**src/rtl/hold_interp_complex_pkg.sv**
```systemverilog
// Shared definitions for the complex zero-order-hold interpolator: FSM state
// encoding and the width helpers for the repeat count and repetition counter.
package hold_interp_complex_pkg;

  typedef enum logic {
    EMPTY = 1'b0,
    HOLD  = 1'b1
  } state_t;

  // Width of the len port; the boxcar averager sizes its length port the same way.
  function automatic int len_width(input int max_len);
    return $clog2(max_len + 1);
  endfunction

  // Counter only has to reach MAX_LEN-1; keep at least one bit.
  function automatic int cnt_width(input int max_len);
    return (max_len > 1) ? $clog2(max_len) : 1;
  endfunction

endpackage

```
**src/rtl/hold_interp_complex.sv**
```systemverilog
// Complex zero-order-hold interpolator: each accepted {I,Q} sample is emitted
// L times on the output stream, with a same-cycle reload on the final beat.
module hold_interp_complex
  import hold_interp_complex_pkg::*;
#(
  parameter int WIDTH   = 16,
  parameter int MAX_LEN = 16
) (
  input  logic                          clk,
  input  logic                          reset,
  input  logic                          clear,
  input  logic [len_width(MAX_LEN)-1:0] len,
  input  logic [2*WIDTH-1:0]            i_tdata,
  input  logic                          i_tlast,
  input  logic                          i_tvalid,
  output logic                          i_tready,
  output logic [2*WIDTH-1:0]            o_tdata,
  output logic                          o_tlast,
  output logic                          o_tvalid,
  input  logic                          o_tready
);

  localparam int LW = len_width(MAX_LEN);
  localparam int CW = cnt_width(MAX_LEN);

  state_t               r_state;
  logic [2*WIDTH-1:0]   r_data;
  logic                 r_held_last;
  logic                 r_tlast;
  logic [LW-1:0]        r_len;
  logic [CW-1:0]        r_cnt;

  state_t               w_state_nxt;
  logic [2*WIDTH-1:0]   w_data_nxt;
  logic                 w_held_last_nxt;
  logic                 w_tlast_nxt;
  logic [LW-1:0]        w_len_nxt;
  logic [CW-1:0]        w_cnt_nxt;

  logic [LW-1:0]        w_eff_len;
  logic [CW-1:0]        w_cnt_inc;
  logic                 w_last_beat;
  logic                 w_accept;
  logic                 w_obeat;

  // Clamp the requested repeat count into 1..MAX_LEN.
  always_comb begin
    w_eff_len = len;
    if (len == {LW{1'b0}}) begin
      w_eff_len = LW'(1);
    end else if (len > LW'(MAX_LEN)) begin
      w_eff_len = LW'(MAX_LEN);
    end else begin
      w_eff_len = len;
    end
  end

  assign w_cnt_inc   = r_cnt + CW'(1);
  assign w_last_beat = (r_state == HOLD) && (LW'(r_cnt) == (r_len - LW'(1)));
  assign o_tvalid    = (r_state == HOLD);
  assign o_tdata     = r_data;
  assign o_tlast     = r_tlast;
  // Ready opens on the final repetition so the next sample loads without a bubble.
  assign i_tready    = (r_state == EMPTY) || (o_tready && w_last_beat);
  assign w_accept    = i_tvalid && i_tready;
  assign w_obeat     = o_tvalid && o_tready;

  // Next-state logic: reload on accept, count beats, drop to EMPTY after the last one.
  always_comb begin
    w_state_nxt     = r_state;
    w_data_nxt      = r_data;
    w_held_last_nxt = r_held_last;
    w_tlast_nxt     = r_tlast;
    w_len_nxt       = r_len;
    w_cnt_nxt       = r_cnt;
    if (w_accept) begin
      w_state_nxt     = HOLD;
      w_data_nxt      = i_tdata;
      w_held_last_nxt = i_tlast;
      w_len_nxt       = w_eff_len;
      w_cnt_nxt       = {CW{1'b0}};
      w_tlast_nxt     = i_tlast && (w_eff_len == LW'(1));
    end else if (w_obeat) begin
      if (w_last_beat) begin
        w_state_nxt = EMPTY;
        w_cnt_nxt   = {CW{1'b0}};
        w_tlast_nxt = 1'b0;
      end else begin
        w_cnt_nxt   = w_cnt_inc;
        w_tlast_nxt = r_held_last && (LW'(w_cnt_inc) == (r_len - LW'(1)));
      end
    end else begin
      w_state_nxt = r_state;
    end
  end

  // State and output registers; clear behaves exactly like reset.
  always_ff @(posedge clk) begin
    if (reset || clear) begin
      r_state     <= EMPTY;
      r_data      <= {(2*WIDTH){1'b0}};
      r_held_last <= 1'b0;
      r_tlast     <= 1'b0;
      r_len       <= LW'(1);
      r_cnt       <= {CW{1'b0}};
    end else begin
      r_state     <= w_state_nxt;
      r_data      <= w_data_nxt;
      r_held_last <= w_held_last_nxt;
      r_tlast     <= w_tlast_nxt;
      r_len       <= w_len_nxt;
      r_cnt       <= w_cnt_nxt;
    end
  end

endmodule
```
**config.mk**
```make
export PLATFORM = sky130hd
export DESIGN_NAME = hold_interp_complex
export DESIGN_NICKNAME = d
export VERILOG_FILES = /design/src/rtl/hold_interp_complex_pkg.sv /design/src/rtl/hold_interp_complex.sv
export SDC_FILE = /design/constraint.sdc
export NUM_CORES = 1
export LEC_CHECK = 0
export ABC_CLOCK_PERIOD_IN_PS = 2900
export BUFFER_PORTS_ARGS = -buffer_cell sky130_fd_sc_hd__buf_2
export CAP_MARGIN = 20
export CORE_MARGIN = 8
export CORE_UTILIZATION = 25
export DETAILED_ROUTE_END_ITERATION = 10
export GPL_TIMING_DRIVEN = 0
export PLACE_DENSITY = 0.52
export SYNTH_ARGS = -nofsm -noshare
export SYNTH_HDL_FRONTEND = slang
export SYNTH_SLANG_ARGS = --single-unit
```
**constraint.sdc**
```tcl
create_clock -name clk -period 2.9 [get_ports clk]
set_clock_uncertainty 0.05 [all_clocks]
set_input_delay 0.725 -clock clk [delete_from_list [all_inputs] [get_ports clk]]
set_output_delay 0.725 -clock clk [all_outputs]
set_load 0.02 [all_outputs]
```
# Word level (Yosys, flattened, before mapping)
# Index checks and enable logic that the tools add are counted.
[word_totals]
latch_bits = 0
out_inout_bits = 35
elab_cells = 35
memories = 0
mem_bits_ro = 0
ram_bits = 0
reg_bits = 44
in_bits = 43
[op_classes]
bitwise = 1
n_mul = 0
add_sub_neg = 2
n_reduce_logical = 13
n_eq_ne = 3
muxes = 9
n_div = 0
shifts = 0
order_cmp = 1
[op_table]
columns = ["cell", "count"]
rows = [
  ["$eq 4x5->1", 2],
  ["$mux 5", 2],
  ["$logic_and 1x1->1", 6],
  ["$mux 1", 6],
  ["$eq 5x1->1 const B", 1],
  ["$gt 5x5->1 const B", 1],
  ["$logic_not 5->1", 1],
  ["$sub 5x1->5 const B", 1],
  ["$add 4x1->4 const B", 1],
  ["$mux 4", 1],
  ["$reduce_bool 2->1", 2],
  ["$logic_or 1x1->1", 2],
  ["$reduce_and 2->1", 1],
  ["$reduce_or 2->1", 1],
  ["$not 1->1", 1],
]

# Depth between registers and ports, before layout
# Gate-level depths: netlist (run 1).
[depth]
ltp_word = 8
depth_mapped = 8

# Worst setup path after synthesis (run 1)
# No wires, ideal clock.
[synth_path]
path_kind = "reg2out"
from = "register r_len[0]"
to = "output i_tready"
setup_slack_ps = 386
stages_incl_launch_ff = 7
required_time_ps = 2125
t_arrival_ps = 1739
cell_sequence = "dfxtp_1 inv_1 ha_1 nand2b_1 a31oi_1 nand4_1 o21ai_1"
[synth_between]
elab_chain_cells = 5
[synth_rtl]
columns = ["element", "line", "source"]
rows = [
  ["start: declaration", "hold_interp_complex.sv:30", "logic [LW-1:0] r_len;"],
  ["start signal: assignment", "hold_interp_complex.sv:111", "r_len <= w_len_nxt;"],
  ["$sub 5x1->5", "hold_interp_complex.sv:59", "assign w_last_beat = (r_state == HOLD) && (LW'(r_cnt) == (r_len - LW'(1)));"],
  ["$eq 4x5->1", "hold_interp_complex.sv:59", ""],
  ["$logic_and 1x1->1", "hold_interp_complex.sv:59", ""],
  ["$logic_and 1x1->1", "hold_interp_complex.sv:64", "assign i_tready = (r_state == EMPTY) || (o_tready && w_last_beat);"],
  ["$logic_or 1x1->1", "hold_interp_complex.sv:64", ""],
  ["end: declaration", "hold_interp_complex.sv:16", "output logic i_tready,"],
]
# Every way passes these cells.

# Worst setup path in the final report (run 1)
# Ends and elaborated chain as after synthesis.

==> metrics, run 1 <==
CP max stage cell or3b_4; cell family with most CP delay simple AND/OR/NAND/NOR gates; Yosys top cell by area dfxtp_1; Layout Utilization 0.339; critical-path cell list inv_1 -> ha_2 -> or3b_4 -> a2bb2oi_4 -> nand4_1 -> o21ai_2 -> buf_2; Cells after Synth 190; placed wire-length estimate 3850 um; Int Pwr 0.000934 W; I/O Buffers 77; worst path buffer plus inverter count 2; Setup violations, final 0; type of the most critical hold path register to register; initial antenna violation count 0; maximum vdd drop 0.248 mV; Post-CTS Hold Fix Bufs 0; Post-Route WL 4890 um; Critical Path RT 2.12 ns; first-pass GRT wire length 8070 um; Tcrit/Tclk final 0.954; GR Overflow Total 0; switching portion of total power 0.268; clk root buf clkbuf_8; crit start category register; syn avg cell area 10.1 um2; Layout Nets 322; vias in the first global route 1,715; Placed Cells 369; total iterations of the first detailed-routing run 4; commonest cells in the netlist 44 x dfxtp_1, 42 x nor2_1, 35 x mux2i_1; kind of critical path register to primary output; mapped cell area 1910 um2; First DRT Iteration DRCs 55; CP max stage delay 0.41 ns; ys async rst share 0; Fin Hold WS 0.433 ns; Sink Count 44; H-tree depth 2; Post-Syn Nets 235; pins over their slew limit 0; PwrDens 497 nW/um2; Die Wd 103 um; Row Count 32; status finished, final reports clean; Core Box Area 7570 um2; Die Y 103 um; maxcap violations 0; Antenna diodes 0; io pins 78; P&R area growth vs syn 34.3%; post-DR wirelength/cell 12.9 um; share of layout cells above drive strength 1 0.360; Die ar. 10,700 um2; clk slew on worst S/H paths 0.08 ns; clk_lat worst skew 0.29 ns; global placement routability congestion 0.760; initial core utilization 0.252; most common cell in the synthesized netlist dfxtp_1; sequential share of the synthesized area 0.461; antenna violation net count after detailed routing 0; Slew @ Worst Pin 0.467 ns; Via density 4.27; total CTS buffers 5; Yosys top cell area share 0.461; Seq cells post-synth 44; Clk pwr share 0.311; Post-synth EDFFs 0; Top FF cell, synth dfxtp_1; Leak 1.19 nW; CTS tree built; CP Capture Type primary output; Setup TNS 0 ns; Slew headroom 0.687; largest net degree at the start of global routing 13; synth warn 0; Synth area leaders dfxtp_1 46%, mux2i_1 18%, nor2_1 8.3%; DR vias 1,623; Tot GR Track Use 0.0954; critical path arrival 1.99 ns; crit-path max FO 4; combinational share of power 0.189; fmax 362 MHz; Seq pwr share 0.501; clock tree buffer depth 2; library cells used by synthesis 35; Tmin final 2.77 ns; Final Instance Count excl. Fillers 380; DRC viols 0; Sw Pwr 0.000341 W; Hold Fails Final Rpt 0
==> power by group through the flow <==
stage	combinational, W	clock, W	sequential (W)
2_1_floorplan	0.000135	0	0.000675
5_1_grt	0.000265	0.000433	0.000643
6_report	0.000241	0.000396	0.000639
4_1_cts	0.000240	0.000416	0.000639
3_3_place_gp	0.000230	0	0.000652
3_5_place_dp	0.000232	0	0.000653
==> logic make-up after synthesis <==
kind of cell,count (synthesis),share of synthesized area
AND/OR/NAND/NOR,68,0.172
flip-flops,44,0.461
multiplexers,35,0.183
AO/OA/AOI/OAI,17,0.0779
XOR/XNOR,12,0.0550
buffers and inverters,12,0.0373
adder cells (fa/ha/maj),2,0.0131
==> worst register-to-register path, stage by stage (launching register included) <==
cell and delay (ns):
dfxtp_1 0.35, inv_1 0.07, ha_2 0.21, or3b_4 0.41
a2bb2oi_4 0.16, buf_4 0.14, a41oi_4 0.17, or3b_1 0.43
a21oi_1 0.14
==> registers in the layout, indices dropped and copies added, names as in the netlist <==
| register | flops |
|---|---|
| r_cnt | 4 |
| o_tlast | 1 |
| o_tvalid | 1 |
| r_len | 5 |
| o_tdata | 32 |
| r_held_last | 1 |
==> cell type report <==
| class | count | area, um2 |
|---|---|---|
| well taps | 102 | 128 |
| flip-flops and latches | 44 | 881 |
| plain buffers | 8 | 56.3 |
| multi-input cells | 134 | 987 |
| fillers | 793 | 5000 |
| inverters | 4 | 15.0 |
| repair buffers | 80 | 408 |
| clock buffers | 8 | 90.1 |
==> repair_timing <==
action | 4_1_cts | 5_1_grt
cloned | 0 | 0
setup endpoints to repair | 1 | 1
resized for setup | 4 | 1
pin swaps | 0 | 1
setup buffers | 1 | 2
==> cells in the final DEF, fill, tap and decap left out, types with 2 or more instances in the layout <==
| master | synthesis | layout |
|---|---|---|
| buf_2 | 0 | 77 |
| nand2_1 | 6 | 6 |
| a21oi_1 | 6 | 6 |
| mux2i_1 | 35 | 35 |
| nor2b_1 | 2 | 2 |
| nand3b_1 | 2 | 2 |
| buf_4 | 1 | 4 |
| xnor2_1 | 9 | 8 |
| clkbuf_8 | 0 | 6 |
| xor2_1 | 3 | 3 |
| or3b_1 | 3 | 3 |
| clkbuf_1 | 4 | 6 |
| nand4_1 | 2 | 2 |
| a41oi_1 | 3 | 3 |
| nor2_1 | 42 | 42 |
| dfxtp_1 | 44 | 44 |
| buf_6 | 3 | 3 |
| inv_1 | 4 | 4 |
| nand3_1 | 2 | 2 |
==> stage by stage <==
step	worst slack (ns)	total power (W)	instance area, um2
floorplan	0.386	0.000810	1910
global placement	0.190	0.000883	2420
detailed placement	0.146	0.000885	2420
CTS	0.0243	0.00129	2540
global route	-0.00321	0.00134	2560
finish	0.135	0.00128	2560
==> path summary, 6_finish.rpt <==
| check | from | slack [ns] | end | cells past startpoint |
|---|---|---|---|---|
| hold reg to reg | r_len[1] | 0.43 | r_len[1] | 2 |
| setup reg to reg | r_len[0] | 0.69 | r_len[3] | 8 |
| setup / recovery | r_len[0] | 0.13 | i_tready | 7 |
| hold / removal | r_len[1] | 0.43 | r_len[1] | 2 |
==> routing by layer <==
metal	global-route usage	wire length (um)
met2	0.173	2540
met1	0.100	2010
met5	0	0
met3	0.0341	286
met4	0.0300	59
No activity file was read; power rests on OpenSTA's default activity.
==> run 2: changes to the inputs <==
==> constraint.sdc (replaced) <==
create_clock -name clk -period 2.9 [get_ports clk]
set_clock_uncertainty 0.05 [all_clocks]
set_input_delay 0.29 -clock clk [delete_from_list [all_inputs] [get_ports clk]]
set_output_delay 0.29 -clock clk [all_outputs]
set_load 0.02 [all_outputs]
==> metrics, run 2 (same netlist as run 1, synthesis figures left out) <==
status finished, final reports clean; Via density 4.27; initial antenna violation count 0; switching portion of total power 0.268; Seq pwr share 0.505; post-CTS sizing 0; Die Y 103 um; CTS tree built; crit start category register; Tmin final 2.62 ns; total iterations of the first detailed-routing run 4; type of the most critical hold path input pin to register; combinational share of power 0.181; Setup violations, final 0; number of flip-flops in the largest register 32; power consumption 0.00126 W; total CTS buffers 5; Clk pwr share 0.314; post-place setup slack 0.580 ns; placed wire-length estimate 3850 um; CP Capture Type primary output; worst path buffer plus inverter count 2; pins over their slew limit 0; PwrDens 503 nW/um2; Die Wd 103 um; share of layout cells above drive strength 1 0.338; Int Pwr 0.000925 W; Sw Pwr 0.000339 W; clk_lat worst skew 0.29 ns; Hold Fails Final Rpt 0; H-tree depth 2; io pins 78; Setup TNS 0 ns; kind of critical path register to primary output; commonest cells after routing, fill and taps aside 77 x buf_2, 44 x dfxtp_1, 42 x nor2_1, 35 x mux2i_1, 9 x xnor2_1; clk slew on worst S/H paths 0.08 ns; Post-CTS Hold Fix Bufs 0; GR Overflow Total 0; Critical Path RT 2.56 ns; Slew @ Worst Pin 0.542 ns; Sink Count 44; CP max stage delay 0.47 ns; slack of the critical path 0.277 ns; I/O Buffers 77; First DRT Iteration DRCs 54; RSZ-0062 raised after global routing no; Antenna diodes 0; first-pass GRT wire length 7960 um; largest net degree at the start of global routing 13; DRC viols 0; P&R area growth vs syn 31.6%; maximum vdd drop 0.249 mV; commonest non-fill, non-tap cell in the layout buf_2; DR vias 1,608; antenna violation net count after detailed routing 0; global placement routability congestion 0.760; Tcrit/Tclk final 0.905; Post-Route WL 4860 um; Tot GR Track Use 0.0942; cell family with most CP delay compound AO/OA/AOI/OAI gates; CP max stage cell a31oi_1; critical-path cell list inv_1 -> ha_1 -> nand2b_1 -> a31oi_1 -> nand4_1 -> o21ai_1 -> buf_2; critical path arrival 2.28 ns; post-DR wirelength/cell 12.9 um; postcts setup bufs 0; crit-path max FO 4; initial core utilization 0.252; Die ar. 10,700 um2; Leak 1.18 nW; Layout Nets 319; maxcap violations 0; Slew headroom 0.637; Row Count 32; vias in the first global route 1,703; clk root buf clkbuf_8; Core Box Area 7570 um2; clock tree buffer depth 2; fmax 381 MHz
run 2: changes by cell type in the layout (fill, tap and decap cells not counted):
cell and change:
o21ai_2 -1, xnor2_1 +1, buf_4 -3, ha_1 +1, xnor2_2 -1, ha_2 -1, a31oi_1 +1, o21ai_1 +1
a31oi_4 -1
run 2: layout make-up:
cell class | count | area (um2)
tap | 102 | 128
inverter | 4 | 15.0
fill | 796 | 5050
timing repair buffer | 77 | 385
sequential | 44 | 881
multi-input combinational | 134 | 958
buffer | 8 | 56.3
clock buffer | 8 | 90.1
run 2: worst min-delay path, delay by kind of cell:
kind / cells / cell delay [ns]
buffers and inverters: 1 / 0.07
multiplexers: 1 / 0.05
AND/OR/NAND/NOR: 1 / 0.07
run 2: per-layer routing:
metal,track usage,vias up,share of wire
li1,-,815,-
met1,0.0988,754,0.41
met2,0.170,33,0.52
met3,0.0341,6,0.058
met4,0.0300,0,0.012
met5,0,-,0
run 2: power groups by stage:
stage	Clock, W	Combinational [W]	Sequential (W)
floorplan	0	0.000135	0.000675
global placement	0	0.000230	0.000652
CTS	0.000416	0.000233	0.000639
global route	0.000433	0.000252	0.000642
detailed placement	0	0.000232	0.000653
finish	0.000397	0.000229	0.000638
run 2: metrics by stage:
stage               utilization  instances  cell area (um2)  hold slack [ns]
finish                    0.332        377             2510            0.177
global route              0.332        377             2510            0.179
CTS                       0.332        377             2510            0.163
detailed placement        0.320        369             2420            0.428
global placement          0.320        369             2420            0.420
floorplan                     -        190             1910            0.375
run 2: path summary, 6_finish.rpt:
kind                            slack, ns          to  depth (start not counted)       start
worst min register to register       0.43    r_len[1]                          2    r_len[1]
worst max-delay path                 0.28    i_tready                          7    r_len[0]
worst min-delay path                 0.18  o_tdata[4]                          3  i_tdata[4]
worst max register to register       0.56    r_len[3]                          7    r_len[0]
